==> config.mk <==
export PLATFORM = sky130hd
export DESIGN_NAME = i2s_master_tx
export DESIGN_NICKNAME = d
export VERILOG_FILES = /design/src/rtl/i2s_master_tx.sv
export SDC_FILE = /design/constraint.sdc
export NUM_CORES = 1
export LEC_CHECK = 0
export CELL_PAD_IN_SITES_DETAIL_PLACEMENT = 0
export CELL_PAD_IN_SITES_GLOBAL_PLACEMENT = 1
export CORE_ASPECT_RATIO = 2
export CORE_MARGIN = 5
export CORE_UTILIZATION = 25
export CTS_CLUSTER_SIZE = 24
export DETAILED_ROUTE_END_ITERATION = 16
export PLACE_DENSITY_LB_ADDON = 0.1
export SYNTH_ARGS = -nofsm -noshare
export SYNTH_HDL_FRONTEND = slang
export SYNTH_SLANG_ARGS = --single-unit
==> constraint.sdc <==
create_clock -name CLOCK_50 -period 3.7 [get_ports CLOCK_50]
set_clock_uncertainty 0.05 [all_clocks]
set_input_delay 0.74 -clock CLOCK_50 [delete_from_list [all_inputs] [get_ports CLOCK_50]]
set_output_delay 0.74 -clock CLOCK_50 [all_outputs]
set_load 0.02 [all_outputs]
==> src/rtl/i2s_master_tx.sv <==
// i2s_master_tx: I2S master transmitter; 16-bit stereo pairs sent in 64-bit frames.
// BCLK is CLOCK_50 / (2*BCLK_DIV); one frame spans 128*BCLK_DIV cycles.
module i2s_master_tx #(
   parameter int BCLK_DIV = 8
) (
   input  logic        CLOCK_50,
   input  logic        reset_n,
   input  logic        sample_valid,
   output logic        sample_ready,
   input  logic [15:0] left_in,
   input  logic [15:0] right_in,
   output logic        BCLK,
   output logic        LRCLK,
   output logic        DACDAT,
   output logic        frame_start,
   output logic        underflow
);
   logic [7:0]  div;
   logic [5:0]  bit_cnt, bit_nxt;
   logic [4:0]  pos, idx;
   logic        full, tick, fall, load, accept, bit_val;
   logic [15:0] hold_l, hold_r, frame_l, frame_r, word;

   assign tick         = div == 8'(BCLK_DIV - 1);
   assign fall         = tick && BCLK;
   assign load         = fall && bit_cnt == 6'd63;
   assign accept       = sample_valid && !full;
   assign sample_ready = !full;
   assign bit_nxt      = bit_cnt + 6'd1;
   assign pos          = bit_nxt[4:0];
   assign idx          = 5'd16 - pos;
   assign word         = bit_nxt[5] ? frame_r : frame_l;
   // Slot position 0 is the idle bit after each LRCLK edge, so the MSB lands one BCLK later.
   assign bit_val      = (pos != 5'd0 && pos <= 5'd16) ? word[idx[3:0]] : 1'b0;

   always_ff @(posedge CLOCK_50 or negedge reset_n)
      if (!reset_n) begin
         div         <= '0;
         BCLK        <= 1'b0;
         bit_cnt     <= '1;
         LRCLK       <= 1'b0;
         DACDAT      <= 1'b0;
         frame_start <= 1'b0;
         underflow   <= 1'b0;
      end else begin
         div         <= tick ? '0 : div + 8'd1;
         BCLK        <= tick ? !BCLK : BCLK;
         frame_start <= load;
         underflow   <= load && !full;
         if (fall) begin
            bit_cnt <= bit_nxt;
            LRCLK   <= bit_nxt[5];
            DACDAT  <= bit_val;
         end
      end

   // Load reads the pre-edge full flag; a coincident accept lands in holding for the next frame.
   always_ff @(posedge CLOCK_50 or negedge reset_n)
      if (!reset_n) begin
         full    <= 1'b0;
         hold_l  <= '0;
         hold_r  <= '0;
         frame_l <= '0;
         frame_r <= '0;
      end else begin
         full <= accept || (full && !load);
         if (accept) begin
            hold_l <= left_in;
            hold_r <= right_in;
         end
         if (load) begin
            frame_l <= full ? hold_l : 16'h0;
            frame_r <= full ? hold_r : 16'h0;
         end
      end
endmodule
==> run metrics <==
Crit path arrival time=2640 ps; Yosys warning count=0; Syn Nets=409; vias per cell=between 4 and 5; Post-DP Area=~4500 µm²; fraction of layout cells with a size suffix above 1=0.170; PD cells=roughly 490 nW/µm²; total track usage=0.118; top cells by area, synth=dfrtp_1 49%, mux2_2 9.0%, nand2_1 7.9%; Seq/Total Area, Yosys=0.529; crit-path max FO=20; worst slack at placement=~1200 ps; Max-Cap Viols=0; Worst Hold Slack=355 ps; Die ar.=18700 µm²; Non-Filler Instances=608; Clk pin slew, worst setup/hold paths=60 ps; Post-CTS Setup Inserts=0; core area=15800 µm²; Hold-fix buffers, CTS=0; Final period util=0.659; via count=around 2700; Root Buffer=clkbuf_16; CP max-delay cell=dfstp_2; distinct cell type count after synthesis=60; row count=65; FFs w/ async S/R, synth=1.00; Mapped Cells=around 370; Placed Cells incl. Taps=592; status=complete, no violations; HPWL after detailed placement=7470 µm; Ports=41; drt drc=0; gp weighted congestion=0.804; initial DRC count=76; crit end category=register; Yosys top cell area share=0.489; first-pass GRT wire length=16600 µm; Hold Path Class=in -> async; DR pass1 iterations=4; fillers=1702; post_cts resized=0; Final min period=2440 ps; WS Path Type=reg -> reg; Internal=1.75 mW; synthesized area=3990 µm²; post-route cell area=approximately 4800 µm²; CP cell instances=ha_1 > or2_2 > nor3b_2 > a211o_1 > o311ai_1 > a41oi_1 > a311oi_1; final worst slack=about 1300 ps; Post-Syn Area per Cell=between 10 and 15 µm²; Worst slew margin=0.571; initial antenna violation count=0; cts bufs inserted=9; setup TNS=0 ps; Reg power frac=0.484; Die Y=189 µm; # diodes=0; Net Switching=581 µW; H-tree levels=3; Sink Count=84; Post-synth top cells=84 x nand2_1, 78 x dfrtp_1, 32 x mux2_2, 32 x o21ai_1; count leader, synth=nand2_1; post-route ant nets=0; Initial Util=0.253; fin util=0.303; Port Buffer Count=40; clock tree from TritonCTS=done; Worst Tran Pin Value=between 600 and 700 ps; worst skew pair latency=350 ps; sw frac=0.249; Slew Limit Fails=0; Worst Path Required=3900 ps; Main synth FF type=dfrtp_1; leading area contributor after synthesis=dfrtp_1; clock power share=0.396; CP Launch Type=register; clk buf depth=2; Remaining Overflow, GRT=0; number of synthesized flops with an enable pin=0; achievable clock frequency=410 MHz; Pwr Total=2.33 mW; RSZ-0062 raised after global routing=false; Area growth syn-to-layout=20.0%; Max IR drop VDD=0.217 mV; nets=between 400 and 500; Post-Route WL=10200 µm; Yosys reg bits=84; Finish-stage setup viols=0; Leak=between 2 and 2.5 nW; Crit path largest cell delay=slightly below 600 ps; routed length per instance=16.7 µm; largest net degree at the start of global routing=66; Die X=99.3 µm; vias in the first global route=2945; Combinational Power Share=0.120; Hold Violations, Final=0
## critical path: cells and delay by family, from the launching register on
kind	cells	cell delay, ps
simple gates	2	300
flops	1	580
fa+ha+maj	1	520
compound gates	4	890
## registers in the layout, summed over array words and instances, names as in the netlist
signal	flops
full	1
hold_l	16
frame_l	16
hold_r	16
div	8
frame_start	1
LRCLK	1
DACDAT	1
underflow	1
frame_r	16
BCLK	1
bit_cnt	6
## power groups by stage
stage	Combinational (mW)	Clock, mW	Sequential [mW]
2_1_floorplan	0.195	0	1.12
3_3_place_gp	0.285	0	1.14
3_5_place_dp	0.291	0	1.15
4_1_cts	0.291	0.966	1.13
5_1_grt	0.317	1.00	1.15
6_report	0.280	0.924	1.13
## cell usage in the layout, fill, tap and decap left out, drive strengths merged, types with 4 or more instances in the layout
cell type and n:
clkdlybuf4s50 39, clkbuf 10, nor3b 4, nor2 8, dfrtp 78, and3 7
nand3 6, a21oi 10, nor3 4, mux2 33, mux2i 10, o21ai 34
xnor2 10, nor2b 4, buf 7, dfstp 6, nand2 84
## logic make-up after synthesis
group | count (synthesis) | synth area share
AO/OA/AOI/OAI | 69 | 0.108
XOR/XNOR | 13 | 0.0285
adder cells (fa/ha/maj) | 2 | 0.00627
buffers and inverters | 28 | 0.0505
flip-flops | 84 | 0.529
multiplexers | 43 | 0.118
AND/OR/NAND/NOR | 133 | 0.160
## final cells by class
type,count,area (µm²),area share
inverter,1,3.75,0.000784
timing repair buffer,46,443,0.0925
clock inverter,6,71.3,0.0149
sequential,84,2110,0.441
clock buffer,10,229,0.0478
tap,201,251,0.0525
multi-input combinational,260,1680,0.351
## path summary, 6_finish.rpt
path	cells past startpoint	slack, ps	endpoint	startpoint
max in group asynchronous	2	2480	bit_cnt[3]	reset_n
worst min-delay path	1	350	hold_r[0]	reset_n
min in group CLOCK_50	1	400	div[0]	div[0]
worst max register to register	7	1260	DACDAT	bit_cnt[1]
worst min register to register	1	400	div[0]	div[0]
worst max-delay path	7	1260	DACDAT	bit_cnt[1]
## metal layers
metal	GRT usage	part of all wire	up-vias
met5	0	0	-
met3	0.0304	0.027	15
met1	0.125	0.38	1343
met2	0.214	0.56	31
met4	0.0510	0.025	0
li1	-	-	1350
(Power assumes the default switching activity.)
